**src/rtl/shift_frame_sched_pkg.sv**
```systemverilog
// shift_frame_sched_pkg: shared state encoding and sizing helpers for shift_frame_sched.
package shift_frame_sched_pkg;
  typedef enum logic [1:0] {IDLE, FILL, DRAIN} state_t;
  function automatic int frame_bits(input int rows, input int cols);
    return rows * cols;
  endfunction
  function automatic int idx_w(input int n);
    return (n <= 1) ? 1 : $clog2(n);
  endfunction
endpackage

```
**src/rtl/shift_frame_sched_rr_pick.sv**
```systemverilog
// rr_pick: combinational round-robin pick of the first set request at or after ptr.
module rr_pick
  import shift_frame_sched_pkg::*;
#(
  parameter int NREQ = 2,
  parameter int W = 1
) (
  input  logic [NREQ-1:0] req,
  input  logic [W-1:0]    ptr,
  output logic [W-1:0]    grant,
  output logic            any
);
  logic [NREQ-1:0] rot;
  // Walk from the farthest candidate inwards so the nearest one to ptr wins.
  always_comb begin
    rot = NREQ'({req, req} >> ptr);
    grant = '0;
    for (int i = NREQ - 1; i >= 0; i--)
      if (rot[i]) grant = W'((int'(ptr) + i) % NREQ);
  end
  assign any = |req;
endmodule

```
**src/rtl/shift_frame_sched.sv**
```systemverilog
// shift_frame_sched: round-robin owner of a serial-in packed shift array, drained one row per handshake.
// Define SHIFT_FRAME_SCHED_TRACE_EN to print every accepted output row.
module shift_frame_sched
  import shift_frame_sched_pkg::*;
#(
  parameter int NREQ = 2,
  parameter int ROWS = 3,
  parameter int COLS = 5,
  parameter int ROW_BASE = 0,
  parameter int COL_BASE = 0
) (
  input  logic                    clock,
  input  logic                    reset_n,
  input  logic [NREQ-1:0]         req_valid,
  input  logic [NREQ-1:0]         req_bit,
  output logic [NREQ-1:0]         req_ready,
  output logic                    out_valid,
  input  logic                    out_ready,
  output logic [COLS-1:0]         out_data,
  output logic [idx_w(ROWS)-1:0]  out_row,
  output logic [idx_w(NREQ)-1:0]  out_src
);
  localparam int FB = frame_bits(ROWS, COLS);
  localparam int IW = idx_w(NREQ);
  localparam int RW = idx_w(ROWS);
  localparam int CW = $clog2(FB + 1);
  state_t state;
  logic [ROW_BASE+ROWS-1:ROW_BASE][COL_BASE+COLS-1:COL_BASE] arr;
  logic [FB-1:0] shifted;
  logic [CW-1:0] cnt;
  logic [IW-1:0] ptr;
  logic [IW-1:0] grant;
  logic any;
  rr_pick #(.NREQ(NREQ), .W(IW)) u_pick (
    .req(req_valid),
    .ptr(ptr),
    .grant(grant),
    .any(any)
  );
  // Element [ROW_BASE][COL_BASE] is the LSB, so one shift step is a left shift of the flat array.
  assign shifted = FB'({arr, req_bit[out_src]});
  function automatic logic [COLS-1:0] row_of(input logic [FB-1:0] v, input int r);
    return COLS'(v >> ((r - ROW_BASE) * COLS));
  endfunction
  always_ff @(posedge clock) begin
    if (!reset_n) begin
      state <= IDLE;
      arr <= '0;
      cnt <= '0;
      ptr <= '0;
      req_ready <= '0;
      out_valid <= 1'b0;
      out_data <= '0;
      out_row <= '0;
      out_src <= '0;
    end else begin
      case (state)
        IDLE: if (any) begin
          out_src <= grant;
          req_ready <= NREQ'(1) << grant;
          state <= FILL;
        end
        FILL: if (req_valid[out_src] && req_ready[out_src]) begin
          arr <= shifted;
          cnt <= cnt + 1'b1;
          if (cnt == CW'(FB - 1)) begin
            req_ready <= '0;
            out_valid <= 1'b1;
            out_row <= RW'(ROWS - 1);
            out_data <= row_of(shifted, ROW_BASE + ROWS - 1);
            state <= DRAIN;
          end
        end
        DRAIN: if (out_ready) begin
`ifdef SHIFT_FRAME_SCHED_TRACE_EN
          $display($time, " shift_frame_sched src=", out_src, " row=", out_row, " data=", out_data);
`endif
          if (out_row == '0) begin
            out_valid <= 1'b0;
            cnt <= '0;
            ptr <= (out_src == IW'(NREQ - 1)) ? '0 : out_src + 1'b1;
            state <= IDLE;
          end else begin
            out_row <= out_row - 1'b1;
            out_data <= row_of(arr, ROW_BASE + int'(out_row) - 1);
          end
        end
        default: state <= IDLE;
      endcase
    end
  end
endmodule

```
**config.mk**
```make
export PLATFORM = sky130hd
export DESIGN_NAME = shift_frame_sched
export DESIGN_NICKNAME = d
export VERILOG_FILES = /design/src/rtl/shift_frame_sched_pkg.sv /design/src/rtl/shift_frame_sched_rr_pick.sv /design/src/rtl/shift_frame_sched.sv
export SDC_FILE = /design/constraint.sdc
export NUM_CORES = 1
export LEC_CHECK = 0
export ABC_AREA = 1
export CELL_PAD_IN_SITES_DETAIL_PLACEMENT = 0
export CELL_PAD_IN_SITES_GLOBAL_PLACEMENT = 1
export CORE_ASPECT_RATIO = 0.7
export CORE_MARGIN = 4
export CORE_UTILIZATION = 43
export CTS_CLUSTER_DIAMETER = 50
export DETAILED_ROUTE_END_ITERATION = 6
export HOLD_SLACK_MARGIN = 0.06
export PLACE_DENSITY = 0.85
export SLEW_MARGIN = 40
export SYNTH_ARGS = -nofsm -noshare
export SYNTH_HDL_FRONTEND = slang
export SYNTH_SLANG_ARGS = --single-unit
```
**constraint.sdc**
```tcl
create_clock -name clock -period 2.75 [get_ports clock]
set_input_delay 0.6875 -clock clock [delete_from_list [all_inputs] [get_ports clock]]
set_output_delay 0.6875 -clock clock [all_outputs]
set_load 0.05 [all_outputs]
```
* Word level (Yosys, flattened, before mapping)
Index checks and enable logic that the tools add are counted.
** Storage, ports and cells
- Flip-flop bits (word level) :: 33
- Output and inout bits :: 11
- Logic and storage cells :: 80
** Cells by class
- $add $sub $neg :: 5
- $mul :: 1
- $lt $le $gt $ge :: 1
- Equality and inequality tests :: 9
- Shifts and indexed selects :: 3
- Muxes and demuxes :: 36
- Reductions and logical operators :: 14
** Operators by type and width (count)
- 15-bit by 32-bit right shift with 5-bit output :: 1
- 2-bit 2-to-1 mux :: 10
- 5-bit 2-to-1 mux :: 4
- 5-bit AND reduction :: 3
- 1-bit 2-to-1 mux :: 13
- 4-bit 2-to-1 mux :: 3
- 2-bit != test, second input constant :: 6
- 5-bit case mux with 2 select lines :: 1
- 2-bit case mux with 2 select lines :: 2
- 4-bit case mux with 2 select lines :: 1
- 4-bit AND reduction :: 2
- 3-bit by 4-bit multiplier with 7-bit output, second input constant :: 1
- 2-bit case mux with 3 select lines :: 1
- 4-bit by 1-bit adder with 4-bit output, second input constant :: 1
- 4-bit == test, second input constant :: 1
- 2-bit zero test :: 2
- 2-bit AND reduction :: 2
- 2-bit nonzero test :: 2
- 4-bit by 1-bit right shift with 2-bit output :: 1
- 3-bit AND reduction :: 1
- 2-bit by 1-bit subtractor with 3-bit output, second input constant :: 1
- 1-bit adder, second input constant :: 2
- 2-bit by 1-bit == test with 1-bit output, second input constant :: 1
- 2-bit == test, second input constant :: 1
- other kinds (6) :: 6

* Longest topological paths before layout
- Depth in word-level cells :: 6
- Gate-level depth with buffers :: 14

* Modules after synthesis
From an unflattened synthesis, not the netlist that was laid out.
** Unflattened totals
- Cell total of the unflattened synthesis :: 284
- Area total of the unflattened synthesis :: 1899.3 um^2
** By module, submodules not included
- shift_frame_sched :: times used 1, cells each 280, area each 1880.6 um^2, seq. area each 660.6 um^2
- rr_pick :: times used 1, cells each 4, area each 18.8 um^2, seq. area each 0.0 um^2

* Least setup slack after synthesis
OpenSTA, ideal clock, no wires.
- Path type :: register to register
- Start point :: reg out_row[0]
- End point :: reg out_row[0]
- Setup time :: 0.116 ns
- Data arrival time :: 2.079 ns
- Required time :: 2.634 ns
- Path slack :: 0.555 ns
- Stages on the path, launching flop included :: 13
- Path buffers :: 4
- Clock period less this slack :: 2.195 ns
- Cells stage by stage :: dfxtp_1 > clkbuf_2 > inv_1 > buf_4 > ha_1 > buf_4 > inv_2 > nand2_1 > nand2_2 > nand3_2 > buf_6 > o21ai_0 > nor2_1
** Between the ends
- Cells in the longest elaborated chain, start to end :: 4
- Elaborated cells on any way between the ends :: 7
- Those cells by class :: add/sub: 1; eq/ne: 1; mux: 3; reduce/logical: 2
** Ends and longest elaborated chain
- start, declared :: RTL line shift_frame_sched.sv:20 : output logic [idx_w(ROWS)-1:0] out_row,
- start signal, assigned :: RTL line shift_frame_sched.sv:69 : out_row <= RW'(ROWS - 1);
- start signal, assigned :: RTL line shift_frame_sched.sv:84 : out_row <= out_row - 1'b1;
- 2-bit by 1-bit subtractor with 2-bit output :: RTL line shift_frame_sched.sv:84
- 2-bit 2-to-1 mux :: RTL line shift_frame_sched.sv:78 : if (out_row == '0) begin
- 2-bit 2-to-1 mux :: RTL line shift_frame_sched.sv:74 : DRAIN: if (out_ready) begin
- 2-bit case mux with 2 select lines :: RTL line shift_frame_sched.sv:57 : case (state)
Several ways; a longest one is shown, not always the timed one. The select of a mux whose other input is x is not followed.
A chain may end at the register's enable or synchronous reset.

* Worst setup path in the final report
- Start point :: reg out_row[0]
- End point :: out out_row[0]
No word-level cell between the ends.

==> metrics.cfg <==
[outcome]
status = complete, no violations

[power]
internal_power_w = 0.0007693
max-vdd-ir-drop_uv = 329.5
p_comb_share_pct = 24.0
power_frac_seq_pct = 45.5
p_sw_w = 0.0003846
power_density_nw_per_um2 = 540.0
switching_share_pct = 33.33
clkPwrFrac_pct = 30.5
power_leakage_nw = 0.8496

[clocking]
postCtsSetupBuffers = 0
cts_buffers = 5
cts.clk_slew.worst_paths_ps = 70
cts_hold_buf = 0
clk_latency_ps = 280
cts.repair.resized = 0
cts_root_buf = clkbuf_8
cts_tree = built
cts.sinks = 33
cts_max_level = 2
clockBufferDepth = 2

[cells_and_area]
final_cell_area_um2 = 2137
diodes = 0
syn_to_final_growth_pct = 13.79
drive_above_1_share_pct = 8.784
n_fill_cell = 413
final_util_pct = 52.57
fin_nets = 307

[floorplanning]
io_pins = 18
rows = 19
design.core.area_um2 = 4065
initial_core_util_pct = 46.20
chipHeight_um = 63.29
dieArea_um2 = 5506
die_x_um = 86.99

[placement]
port_buffers = 17
placed_area_um2 = 2053
place_congestion = 0.8623
dp_hpwl_um = 3326

[drt]
ant_nets = 0
drt_iter0_drc = 152
num_vias = 1781
first_pass_iters = 4
vias_per_cell = 5.118
wire_per_inst_um = 13.05
drc = 0
wl_um = 4543

[yosys]
avgSynthCellArea_um2 = 6.683
synthDistinctLibCells = 27
netlist_instances = 281
seq_area_frac_synth_pct = 35.18
synth_nets = 293
syn_area_um2 = 1878
yosysWarnings = 0
synth_seq_cells = 33

[worst_setup_path]
required_ps = 2060
critPathTopFamily = buffers and inverters
reg2reg_depth = 10
path_class = register to output port
critPathLaunchType = register
slowest_delay_ps = 870
critPathCaptureType = output port
critPathArrivalTime_ps = 1680
cp_max_fo = 10
path_cells = clkdlybuf4s50_1
cp_slowest_cell = clkdlybuf4s50_1
worst-r2r-setup-slack_ps = 520
cp_num_buf_inv = 1
r2r-end = out_data[4]
regToRegStartpoint = out_row[0]

[timing]
drv_slew = 0
fin_tns_setup_ps = 0
slew_headroom_pct = 66.61
tightestPinTransition_ps = 499.3
period_needed_ps = 2365
fmax_mhz = 422.8
skew_ps = 8.928
period_share_pct = 86.02
rsz0062_at_grt = false
hold_viol = 0
setup_violations = 0

[global_routing]
grt_util_met3_pct = 3.906
overflow = 0
busiest_layer = met1
gr-usage-met1_pct = 28.91
track_usage_pct = 17.34
grt_pass1_vias = 1505
grt_max_degree = 27
antenna_found_initial = 0
grtUsageMet2_pct = 20.36
grt_pass1_wl_um = 7431

[job]
cap_violations = 0

[hold_path]
holdPathEnd = out_valid
hold_depth = 2
hp-class = register to register
hold_start = out_valid

-- stage by stage --
stage | hold slack [ps] | worst slack [ps] | total power, W | cells
after floorplan | 429.3 | 555.4 | 0.0007433 | 281
after global placement | 443.6 | 388.7 | 0.0008116 | 340
after detailed placement | 444.9 | 340.2 | 0.0008118 | 340
after CTS | 455.5 | 364.6 | 0.001163 | 348
after global routing | 488.4 | 203.8 | 0.001226 | 348
final | 454.2 | 384.6 | 0.001154 | 348
-- worst reg2reg max path: stages, from the launching register on --
cell     delay, ps
dfxtp_1        520
inv_1          240
ha_1           370
inv_2          280
nand2_1        110
nand2_2         80
nand3_2        220
nor2_1         160
nand2_1         60
nand2_1         60
inv_1           30
-- final cells by class --
| class | count | area, µm² | area share (%) |
|---|---|---|---|
| well taps | 52 | 65.06 | 3.044 |
| clock buffers | 7 | 76.32 | 3.571 |
| inverters | 36 | 135.1 | 6.323 |
| flip-flops and latches | 33 | 660.6 | 30.91 |
| repair buffers | 20 | 192.7 | 9.016 |
| multi-input cells | 199 | 999.7 | 46.78 |
| clock inverters | 1 | 7.507 | 0.3513 |
-- worst max path at each step --
stage	from	endpoint	slack [ps]	cells after the start
2_1_floorplan	out_row[0]	out_row[0]	560	12
3_3_place_gp	req_valid[1]	out_data[4]	390	10
3_5_place_dp	req_valid[1]	out_data[4]	340	10
4_1_cts	out_row[0]	out_row[0]	360	1
5_1_grt	out_row[0]	out_data[1]	200	9
6_report	out_row[0]	out_row[0]	380	1
-- cell usage in the layout, fill, tap and decap left out, types with 2 or more instances in the layout --
cell type,n
a21oi_1,26
buf_4,3
clkbuf_1,2
clkbuf_8,5
clkdlybuf4s50_1,17
dfxtp_1,33
ha_1,5
inv_1,31
inv_2,4
nand2_1,59
nand2_2,3
nand2_4,2
nand3_1,41
nand3_2,4
nand4_1,3
nor2_1,21
nor3_1,3
o21ai_0,25
-- cells by family after synthesis --
kind of cell | Yosys count | share of synthesized area (%)
buffers and inverters | 49 | 11.59
AOI/OAI and AO/OA | 55 | 15.19
and+or+nand+nor | 139 | 34.71
DFF | 33 | 35.18
adders and majority gates | 5 | 3.331
-- synth_stat cells --
| master | instances | area share, % |
|---|---|---|
| nor2_1 | 21 | 4.2 |
| buf_6 | 2 | 1.2 |
| nand3_2 | 4 | 2.1 |
| o21ai_1 | 1 | 0.27 |
| a21oi_1 | 26 | 6.9 |
| nand4_1 | 3 | 1.0 |
| a21oi_2 | 1 | 0.47 |
| o21ai_0 | 25 | 6.7 |
| dfxtp_1 | 33 | 35 |
| o21ai_2 | 1 | 0.47 |
| clkbuf_1 | 2 | 0.40 |
| nand2_1 | 59 | 12 |
| nor3_1 | 3 | 0.80 |
| inv_2 | 4 | 0.80 |
| nand2_2 | 3 | 1.0 |
| buf_4 | 3 | 1.2 |
| nor3b_2 | 1 | 0.67 |
| o21a_1 | 1 | 0.40 |
| nand2_4 | 2 | 1.2 |
| inv_1 | 31 | 6.2 |
| clkbuf_2 | 1 | 0.27 |
| nor2_4 | 1 | 0.60 |
| clkinv_1 | 1 | 0.20 |
| nor3b_1 | 1 | 0.40 |
| nand3_1 | 41 | 11 |
| ha_1 | 5 | 3.3 |
| buf_2 | 5 | 1.3 |
-- power by group through the flow --
stage | registers, W | clock network, W | logic, W
2_1_floorplan | 0.000577 | 0 | 0.000166
3_3_place_gp | 0.000536 | 0 | 0.000276
3_5_place_dp | 0.000536 | 0 | 0.000276
4_1_cts | 0.000525 | 0.000362 | 0.000277
5_1_grt | 0.000529 | 0.000391 | 0.000306
6_report | 0.000525 | 0.000352 | 0.000277
-- state kept, by name, summed over array words and instances, names as in the netlist --
register   cells
out_valid      1
state          2
ptr            1
out_row        2
out_data       5
cnt            4
out_src        1
arr           15
req_ready      2
-- routing by layer --
metal | routed length (µm) | vias to the layer above
li1 | - | 942
met1 | 2382 | 765
met2 | 1638 | 64
met4 | 68 | 0
met5 | 0 | -
met3 | 453 | 10
Note: power is estimated with default switching activity, not from simulation.
